[config.mk]
export PLATFORM = sky130hd
export DESIGN_NAME = mips_multicycle_ctrl
export DESIGN_NICKNAME = d
export VERILOG_FILES = /design/src/rtl/mips_multicycle_ctrl_pkg.sv /design/src/rtl/mips_multicycle_ctrl_decode.sv /design/src/rtl/mips_multicycle_ctrl.sv
export SDC_FILE = /design/constraint.sdc
export NUM_CORES = 1
export LEC_CHECK = 0
export CAP_MARGIN = 0
export CORE_MARGIN = 5
export CORE_UTILIZATION = 45
export CTS_CLUSTER_SIZE = 12
export DETAILED_ROUTE_END_ITERATION = 8
export HOLD_SLACK_MARGIN = 0.03
export PLACE_DENSITY = 0.76
export SETUP_SLACK_MARGIN = 0.05
export SKIP_CTS_REPAIR_TIMING = 1
export SLEW_MARGIN = 20
export SYNTH_ARGS = -nofsm -noshare
export SYNTH_HDL_FRONTEND = slang
export SYNTH_SLANG_ARGS = --single-unit
[constraint.sdc]
create_clock -name c_clk -period 2.51 [get_ports c_clk]
set_input_delay 0.251 -clock c_clk [delete_from_list [all_inputs] [get_ports c_clk]]
set_output_delay 0.251 -clock c_clk [all_outputs]
set_load 0.02 [all_outputs]
[src/rtl/mips_multicycle_ctrl_pkg.sv]
// Shared definitions for the multi-cycle MIPS control sequencer.
// Holds the instruction field widths, the state encodings, the supported
// opcode constants and the bit positions of the latched control word.
package mips_multicycle_ctrl_pkg;

    localparam int OPCODE_WIDTH = 6;
    localparam int FUNCT_WIDTH  = 6;

    // State encodings are visible on c_o_state, so the values are fixed.
    typedef enum logic [2:0] {
        ST_IDLE      = 3'd0,
        ST_FETCH     = 3'd1,
        ST_DECODE    = 3'd2,
        ST_EXECUTE   = 3'd3,
        ST_MEMORY    = 3'd4,
        ST_WRITEBACK = 3'd5,
        ST_TRAP      = 3'd7
    } state_t;

    localparam logic [OPCODE_WIDTH-1:0] OP_RTYPE = 6'h00;
    localparam logic [OPCODE_WIDTH-1:0] OP_LW    = 6'h23;
    localparam logic [OPCODE_WIDTH-1:0] OP_SW    = 6'h2B;
    localparam logic [OPCODE_WIDTH-1:0] OP_BEQ   = 6'h04;
    localparam logic [OPCODE_WIDTH-1:0] OP_ADDI  = 6'h08;

    // Control word bit positions. needs_mem/needs_wb choose the path after
    // EXECUTE and together also identify lw, sw and beq.
    localparam int CW_REG_DST    = 0;
    localparam int CW_ALU_SRC    = 1;
    localparam int CW_MEM_TO_REG = 2;
    localparam int CW_NEEDS_MEM  = 3;
    localparam int CW_NEEDS_WB   = 4;
    localparam int CW_WIDTH      = 5;

endpackage

[src/rtl/mips_multicycle_ctrl_decode.sv]
// Combinational opcode decoder for the multi-cycle control sequencer.
// Ports:
//   i_opcode      : opcode from the datapath decoder stage
//   o_legal       : opcode is one of R-type, lw, sw, beq, addi
//   o_reg_dst     : destination register comes from rd (R-type)
//   o_alu_src     : ALU B operand is the immediate
//   o_mem_to_reg  : write-back data comes from memory (lw)
//   o_needs_mem   : instruction visits MEMORY (lw, sw)
//   o_needs_wb    : instruction visits WRITEBACK (R-type, addi, lw)
// Illegal opcodes decode to all zeros.
module mips_multicycle_ctrl_decode
    import mips_multicycle_ctrl_pkg::*;
(
    input  logic [OPCODE_WIDTH-1:0] i_opcode,
    output logic                    o_legal,
    output logic                    o_reg_dst,
    output logic                    o_alu_src,
    output logic                    o_mem_to_reg,
    output logic                    o_needs_mem,
    output logic                    o_needs_wb
);

    always_comb begin
        o_legal      = 1'b0;
        o_reg_dst    = 1'b0;
        o_alu_src    = 1'b0;
        o_mem_to_reg = 1'b0;
        o_needs_mem  = 1'b0;
        o_needs_wb   = 1'b0;
        case (i_opcode)
            OP_RTYPE: begin
                o_legal    = 1'b1;
                o_reg_dst  = 1'b1;
                o_needs_wb = 1'b1;
            end
            OP_ADDI: begin
                o_legal    = 1'b1;
                o_alu_src  = 1'b1;
                o_needs_wb = 1'b1;
            end
            OP_LW: begin
                o_legal      = 1'b1;
                o_alu_src    = 1'b1;
                o_mem_to_reg = 1'b1;
                o_needs_mem  = 1'b1;
                o_needs_wb   = 1'b1;
            end
            OP_SW: begin
                o_legal     = 1'b1;
                o_alu_src   = 1'b1;
                o_needs_mem = 1'b1;
            end
            OP_BEQ: begin
                o_legal = 1'b1;
            end
            default: begin
            end
        endcase
    end

endmodule

[src/rtl/mips_multicycle_ctrl.sv]
// Multi-cycle control sequencer for the single-issue MIPS datapath.
// Steps each instruction through FETCH, DECODE, EXECUTE, MEMORY and
// WRITEBACK, drives the datapath strobes, counts retired instructions and
// traps (stickily) on illegal opcodes.
// Ports:
//   c_clk, c_rst        : clock, asynchronous active-low reset
//   c_i_run             : level enable, sampled in IDLE and at the last
//                         state of each instruction
//   c_i_opcode/funct    : instruction fields, valid during DECODE
//   c_o_ce              : fetch enable (FETCH only)
//   c_o_reg_dst .. c_o_mem_to_reg : datapath controls
//   c_o_state           : current state encoding
//   c_o_busy            : not IDLE and not TRAP
//   c_o_trap            : sticky illegal-opcode flag
//   c_o_retired         : retired-instruction count (wraps)
module mips_multicycle_ctrl
    import mips_multicycle_ctrl_pkg::*;
#(
    parameter int CNT_WIDTH = 32
)
(
    input  logic                    c_clk,
    input  logic                    c_rst,
    input  logic                    c_i_run,
    input  logic [OPCODE_WIDTH-1:0] c_i_opcode,
    input  logic [FUNCT_WIDTH-1:0]  c_i_funct,
    output logic                    c_o_ce,
    output logic                    c_o_reg_dst,
    output logic                    c_o_reg_write,
    output logic                    c_o_alu_src,
    output logic                    c_o_branch,
    output logic                    c_o_mem_read,
    output logic                    c_o_mem_write,
    output logic                    c_o_mem_to_reg,
    output logic [2:0]              c_o_state,
    output logic                    c_o_busy,
    output logic                    c_o_trap,
    output logic [CNT_WIDTH-1:0]    c_o_retired
);

    state_t                r_state;
    logic [CW_WIDTH-1:0]   r_cw;
    logic                  r_trap;
    logic [CNT_WIDTH-1:0]  r_retired;

    logic                  w_legal;
    logic [CW_WIDTH-1:0]   w_cw;
    state_t                w_after_last;
    logic                  w_in_exec_phase;
    logic                  w_is_lw;
    logic                  w_is_sw;
    logic                  w_is_beq;

    // R-type funct is not checked; the port exists for datapath symmetry.
    logic w_unused_funct;
    assign w_unused_funct = ^c_i_funct;

    mips_multicycle_ctrl_decode u_decode (
        .i_opcode     (c_i_opcode),
        .o_legal      (w_legal),
        .o_reg_dst    (w_cw[CW_REG_DST]),
        .o_alu_src    (w_cw[CW_ALU_SRC]),
        .o_mem_to_reg (w_cw[CW_MEM_TO_REG]),
        .o_needs_mem  (w_cw[CW_NEEDS_MEM]),
        .o_needs_wb   (w_cw[CW_NEEDS_WB])
    );

    // Where every instruction goes after its final state.
    assign w_after_last = c_i_run ? ST_FETCH : ST_IDLE;

    always_ff @(posedge c_clk or negedge c_rst) begin
        if (!c_rst) begin
            r_state   <= ST_IDLE;
            r_cw      <= '0;
            r_trap    <= 1'b0;
            r_retired <= '0;
        end else begin
            case (r_state)
                ST_IDLE: begin
                    if (c_i_run) begin
                        r_state <= ST_FETCH;
                    end
                end
                ST_FETCH: begin
                    r_state <= ST_DECODE;
                end
                ST_DECODE: begin
                    // Illegal opcodes decode to zero, so the held word is inert.
                    r_cw <= w_cw;
                    if (w_legal) begin
                        r_state <= ST_EXECUTE;
                    end else begin
                        r_state <= ST_TRAP;
                        r_trap  <= 1'b1;
                    end
                end
                ST_EXECUTE: begin
                    if (r_cw[CW_NEEDS_MEM]) begin
                        r_state <= ST_MEMORY;
                    end else if (r_cw[CW_NEEDS_WB]) begin
                        r_state <= ST_WRITEBACK;
                    end else begin
                        r_state   <= w_after_last;
                        r_retired <= r_retired + {{(CNT_WIDTH-1){1'b0}}, 1'b1};
                    end
                end
                ST_MEMORY: begin
                    if (r_cw[CW_NEEDS_WB]) begin
                        r_state <= ST_WRITEBACK;
                    end else begin
                        r_state   <= w_after_last;
                        r_retired <= r_retired + {{(CNT_WIDTH-1){1'b0}}, 1'b1};
                    end
                end
                ST_WRITEBACK: begin
                    r_state   <= w_after_last;
                    r_retired <= r_retired + {{(CNT_WIDTH-1){1'b0}}, 1'b1};
                end
                ST_TRAP: begin
                    r_state <= ST_TRAP;
                end
                default: begin
                    r_state <= ST_IDLE;
                end
            endcase
        end
    end

    // Instruction class recovered from the path bits of the held word.
    assign w_is_lw  =  r_cw[CW_NEEDS_MEM] &  r_cw[CW_NEEDS_WB];
    assign w_is_sw  =  r_cw[CW_NEEDS_MEM] & ~r_cw[CW_NEEDS_WB];
    assign w_is_beq = ~r_cw[CW_NEEDS_MEM] & ~r_cw[CW_NEEDS_WB];

    assign w_in_exec_phase = (r_state == ST_EXECUTE) || (r_state == ST_MEMORY) ||
                             (r_state == ST_WRITEBACK);

    assign c_o_ce         = (r_state == ST_FETCH);
    assign c_o_branch     = (r_state == ST_EXECUTE) & w_is_beq;
    assign c_o_mem_write  = (r_state == ST_MEMORY) & w_is_sw;
    assign c_o_mem_read   = ((r_state == ST_MEMORY) || (r_state == ST_WRITEBACK)) & w_is_lw;
    assign c_o_reg_write  = (r_state == ST_WRITEBACK);
    assign c_o_reg_dst    = w_in_exec_phase & r_cw[CW_REG_DST];
    assign c_o_alu_src    = w_in_exec_phase & r_cw[CW_ALU_SRC];
    assign c_o_mem_to_reg = w_in_exec_phase & r_cw[CW_MEM_TO_REG];

    assign c_o_state   = r_state;
    assign c_o_busy    = (r_state != ST_IDLE) && (r_state != ST_TRAP);
    assign c_o_trap    = r_trap;
    assign c_o_retired = r_retired;

endmodule

======== Word-level counts from Yosys, hierarchy flattened ========
Cells that the tools add are included.
cells by class
  add/subtract/negate cells ............... 1
  reduce and logical (&&, ||, !) cells .... 14
  eq/ne operators ......................... 13
  multiplexer cells ....................... 15
  bitwise gates (word level) .............. 12
operator list
  cell                   count
  $pmux 32 s3            1
  $mux 32                2
  $add 32x1->32 const B  1
  $pmux 3 s7             1
  $eq 6x6->1 const B     2
  $mux 3                 4
  $and 1x1->1            9
  $eq 3x3->1 const B     3
  $mux 1                 7
  $eq 3x2->1 const B     2
  $eq 6x3->1 const B     1
  $eq 6x4->1 const B     1
  $logic_not 6->1        1
  $reduce_bool 3->1      2
  $reduce_or 3->1        2
  $reduce_or 5->1        1
  $ne 2x2->1 const B     2
  $reduce_and 2->1       2
  $eq 3x1->1 const B     1
  $logic_not 3->1        1
  $logic_or 1x1->1       3
  $ne 3x3->1 const B     1
  $not 1->1              3
  $reduce_or 2->1        1
  $logic_and 1x1->1      1
word-level totals
  output and inout port bits .............. 45
  input bits .............................. 15
  bits in registers ....................... 41
  word-level logic and storage cells ...... 59

======== Longest topological paths before layout ========
  depth in word-level cells ............... 5
  mapped depth ............................ 7
  depth with buffers taken out ............ 4

======== Modules after synthesis ========
From an unflattened synthesis, not the netlist that was laid out.
unflattened totals
  cell total of the unflattened synthesis .. 192
  area total of the unflattened synthesis .. 2040.7 um^2
modules (own cells, without submodules)
  module                       times used  area an instance (um^2)  cells each  sequential area each (um^2)
  mips_multicycle_ctrl         1           1963.1                   180         1026.0
  mips_multicycle_ctrl_decode  1           77.6                     12          0.0

======== Worst setup path before layout ========
OpenSTA, ideal clock, no wires.
  kind .................................... reg-to-reg
  from .................................... register r_retired[2], in the netlist c_o_retired[2]
  to ...................................... register r_retired[23], in the netlist c_o_retired[23]
  setup time .............................. 0.080 ns
  period minus slack after synthesis ...... 1.850 ns
  path buffers ............................ 3
  arrival time ............................ 1.770 ns
  data required time ...................... 2.430 ns
  setup slack ............................. 0.660 ns
  stages on the path, launching flop included .. 8
  cells stage by stage .................... dfrtp_1 buf_2 nand3b_1 or4_1 buf_4 buf_6 a211oi_2 xor2_1
on the way
  cells in the longest elaborated chain, start to end .. 4
ends and longest elaborated chain
  what                    RTL line                                                                               RTL
  from (decl)             mips_multicycle_ctrl.sv:44                                                             logic [CNT_WIDTH-1:0] r_retired;
  from (signal assigned)  mips_multicycle_ctrl.sv:104                                                            r_retired <= r_retired + {{(CNT_WIDTH-1){1'b0}}, 1'b1};
  from (signal assigned)  mips_multicycle_ctrl.sv:112                                                            r_retired <= r_retired + {{(CNT_WIDTH-1){1'b0}}, 1'b1};
  from (signal assigned)  mips_multicycle_ctrl.sv:117                                                            r_retired <= r_retired + {{(CNT_WIDTH-1){1'b0}}, 1'b1};
  $add 32x1->32 *         mips_multicycle_ctrl.sv:104, mips_multicycle_ctrl.sv:112, mips_multicycle_ctrl.sv:117
  $mux 32                 mips_multicycle_ctrl.sv:100, mips_multicycle_ctrl.sv:108
  $mux 32                 mips_multicycle_ctrl.sv:98                                                             if (r_cw[CW_NEEDS_MEM]) begin
  $pmux 32 s3 *           mips_multicycle_ctrl.sv:78                                                             case (r_state)
Mark *: on every way between the ends. The rest lies on a longest branch, timed or not. The select of a mux whose other input is x is not followed.
A chain may end at the register's enable or synchronous reset.

======== Worst setup path in the final report ========
  from .................................... register r_state[1], in the netlist c_o_state[1]
  to ...................................... output c_o_alu_src
on the way
  cells in the longest elaborated chain, start to end .. 4
  elaborated cells between the ends (all ways) .. 6
  classes of those cells .................. eq/ne (3); bitwise (1); reduce/logical (2)
ends and longest elaborated chain
  what                                             RTL line                     RTL
  from (decl)                                      mips_multicycle_ctrl.sv:41   state_t r_state;
  from (signal assigned)                           mips_multicycle_ctrl.sv:103  r_state <= w_after_last;
  from (signal assigned)                           mips_multicycle_ctrl.sv:111  r_state <= w_after_last;
  from (signal assigned)                           mips_multicycle_ctrl.sv:116  r_state <= w_after_last;
  $eq 3x2->1 / $eq 3x3->1 (equally long branches)  mips_multicycle_ctrl.sv:134  assign w_in_exec_phase = (r_state == ST_EXECUTE) || (r_state == ST_MEMORY) ||
  $logic_or 1x1->1                                 mips_multicycle_ctrl.sv:134
  $logic_or 1x1->1 *                               mips_multicycle_ctrl.sv:134
  $and 1x1->1 *                                    mips_multicycle_ctrl.sv:143  assign c_o_alu_src = w_in_exec_phase & r_cw[CW_ALU_SRC];
  to (decl)                                        mips_multicycle_ctrl.sv:30   output logic c_o_alu_src,
Mark *: on every way between the ends. The rest lies on a longest branch, timed or not.

==> results.yml <==
status:
  outcome: "finished clean"
global_routing:
  grt_max_degree: 42
  antenna_found_initial: 0
  grt_use_total: 0.166
  grt-ovfl-total: 0
  grt_pass1_vias: 1779
  grt_pass1_wl_mm: 8.48
timing:
  finalHoldViolCount: 0
  min_period_over_period: 0.953
  rsz0062_at_grt: "no"
  finClkSkew_ns: 0.00579
  min_period_ns: 2.39
  finalSetupViolations: 0
  fmax_mhz: 418
  slew_viol_final: 0
  slew-limit-headroom: 0.397
  tightest_slew_ns: 0.904
power:
  seq_power_share: 0.392
  swShare: 0.358
  internal-power_uw: 1510
  p_per_area_nw_per_um2: 791
  p_switching_uw: 840
  max-vdd-ir-drop_v: 0.000472
  p_clk_frac: 0.266
  combPwrFrac: 0.342
  leakage_uw: 0.00123
clocking:
  tritoncts: "yes"
  clk_pin_slew_ns: 0.07
  cts_root_buf: "clkbuf_8"
  cts_made_buffers: 5
  clock_sinks: 41
  cts_buffer_depth: 2
  cts_max_level: 2
  clock_latency_ns: 0.29
logic_synthesis:
  synth_fp_nets: 228
  postSynth.asyncResetShare: 1.00
  syn_area_per_cell_um2: 10.7
  synthCells: 212
  synth.distinct_cells: 41
  ys.flop_type: "dfrtp_1"
  synth_area_um2: 2260
  ys_warn_count: 0
  seq_area_frac_synth: 0.454
  synth_seq_cells: 41
  synth_edf_count: 0
routing:
  wire_per_inst_um: 15.0
  routed.top_layer: "met4"
  drt-met1-wl_mm: 2.34
  antenna_left: 0
  drt-total-wl_mm: 4.98
  num_vias: 1786
  first_iter_violations: 74
  drc: 0
  viasPerCell: 5.38
  dr_wl_met2_mm: 2.30
  wl_met3_um: 293
  drtPass1Iterations: 4
setup_path:
  rrSetupSlack_ns: 0.52
  crit_required_ns: 2.26
  criticalPathCategory: "reg2out"
  cp.arrival_ns: 2.14
  r2r_end: "c_o_retired[31]$_DFFE_PN0P_"
  r2r_start: "r_cw[4]$_DFFE_PN0P_"
  worst_setup_path_end_kind: "primary output"
  reg2reg_depth: 5
  critPathMaxFanout: 14
  cp-start-kind: "flop"
die:
  die-height_um: 80.8
  io_pins: 60
  dieArea_um2: 6540
  core_area_um2: 4790
  start_util: 0.472
  fp.dieW_um: 80.8
  rows: 25
placed_design:
  dp.cells: 324
  gp_congestion: 0.797
  placed_cell_area_um2: 2830
  place_hpwl_mm: 3.61
  io_buffer_count: 53
layout:
  fin_cells: 332
  seqCellArea_um2: 1030
  multiInputGateArea_um2: 1150
  antenna_cells: 0
  nets: 280
  nFillCells: 426
  syn2layout_area_growth_pct: 31.4
  fin_area_um2: 2970
  drive_gt1_frac: 0.155
hold_path:
  hp-class: "in2async"
flow_run:
  cap_violations: 0
==> synthesized netlist by cell type, types with 4 or more instances <==
library cell   n  area (um2)
o21ai_0        4        20.0
clkbuf_1       5        18.8
a211oi_2      10         125
nor3_1         4        20.0
dfrtp_1       41        1030
nand3_1       13        65.1
and3_1         6        37.5
nand2_1       22        82.6
and4_1         5        43.8
nand2b_1       4        25.0
xnor2_1       13         114
and2_1         6        37.5
xor2_1        19         166
nand4_1        4        25.0
a2111oi_2      9         135
nor2_1         6        22.5
inv_1          6        22.5
==> how the worst max path moves through the flow <==
stage,from,endpoint,slack (ns),cells past startpoint
after floorplan,c_o_retired[2]$_DFFE_PN0P_,c_o_retired[23]$_DFFE_PN0P_,0.66,7
after global placement,c_o_state[1]$_DFFE_PN0P_,c_o_mem_to_reg,0.37,4
after detailed placement,c_o_state[1]$_DFFE_PN0P_,c_o_alu_src,0.34,4
after CTS,c_o_state[1]$_DFFE_PN0P_,c_o_alu_src,-0.009,4
after global routing,c_o_state[1]$_DFFE_PN0P_,c_o_alu_src,0.05,4
final,c_o_state[1]$_DFFE_PN0P_,c_o_alu_src,0.12,4
==> power by group through the flow <==
stage,sequential [uW],clock (uW),combinational (uW)
CTS,910,635,813
floorplan,915,0,508
detailed placement,921,0,808
finish,920,624,803
global placement,922,0,789
global route,942,665,872
==> state kept, by name, summed over array words and instances (netlist names) <==
| register | count |
|---|---|
| r_cw | 5 |
| c_o_trap | 1 |
| c_o_state | 3 |
| c_o_retired | 32 |
==> area by class of cell <==
class                           instances  area share
Multi-Input combinational cell        154       0.389
Sequential cell                        41       0.347
Timing Repair Buffer                   55       0.182
Tap cell                               67      0.0282
Clock buffer                            5      0.0232
Clock inverter                          3      0.0219
Inverter                                7     0.00885
==> kinds of logic (layout without fill, tap and decap cells) <==
family | Yosys count | after routing | synth area share
buf+inv | 17 | 70 | 0.0349
flops | 41 | 41 | 0.454
compound gates | 34 | 34 | 0.158
xor+xnor | 32 | 32 | 0.124
simple gates | 87 | 87 | 0.223
fa+ha+maj | 1 | 1 | 0.00554
==> layout by cell type (no fill, tap or decap), types with 4 or more instances in the layout <==
master | netlist | final
nand4_1 | 4 | 4
a211oi_2 | 10 | 10
nor2_1 | 6 | 6
nor3_1 | 4 | 4
xor2_1 | 19 | 19
clkbuf_8 | 0 | 5
clkdlybuf4s50_1 | 0 | 52
and4_1 | 5 | 5
xnor2_1 | 13 | 13
dfrtp_1 | 41 | 38
o21ai_0 | 4 | 4
nand2_1 | 22 | 22
and3_1 | 6 | 6
a2111oi_2 | 9 | 9
nand3_1 | 13 | 13
and2_1 | 6 | 6
nand2b_1 | 4 | 4
inv_1 | 6 | 6
==> routing by layer <==
| metal | GRT usage | vias up |
|---|---|---|
| li1 | - | 868 |
| met1 | 0.223 | 863 |
| met2 | 0.267 | 48 |
| met3 | 0.0421 | 7 |
| met4 | 0.0422 | 0 |
| met5 | 0 | - |
==> critical path: stages, from the launching register on <==
cell and delay [ns]:
dfrtp_2 0.50, and2b_1 0.29, or2_2 0.34, and2_1 0.17, clkdlybuf4s50_1 0.55
==> per-stage QoR <==
step / utilization / hold slack [ns] / setup WS, ns / TNS (ns) / power (uW)
2_1_floorplan: - / -0.0446 / 0.660 / 0 / 1420
4_1_cts: 0.619 / 0.127 / -0.00858 / -0.00858 / 2360
6_report: 0.620 / 0.0919 / 0.118 / 0 / 2350
3_3_place_gp: 0.591 / 0.443 / 0.373 / 0 / 1710
3_5_place_dp: 0.591 / 0.440 / 0.344 / 0 / 1730
5_1_grt: 0.620 / 0.184 / 0.0530 / 0 / 2480
Power figures use the tool's default switching activity.
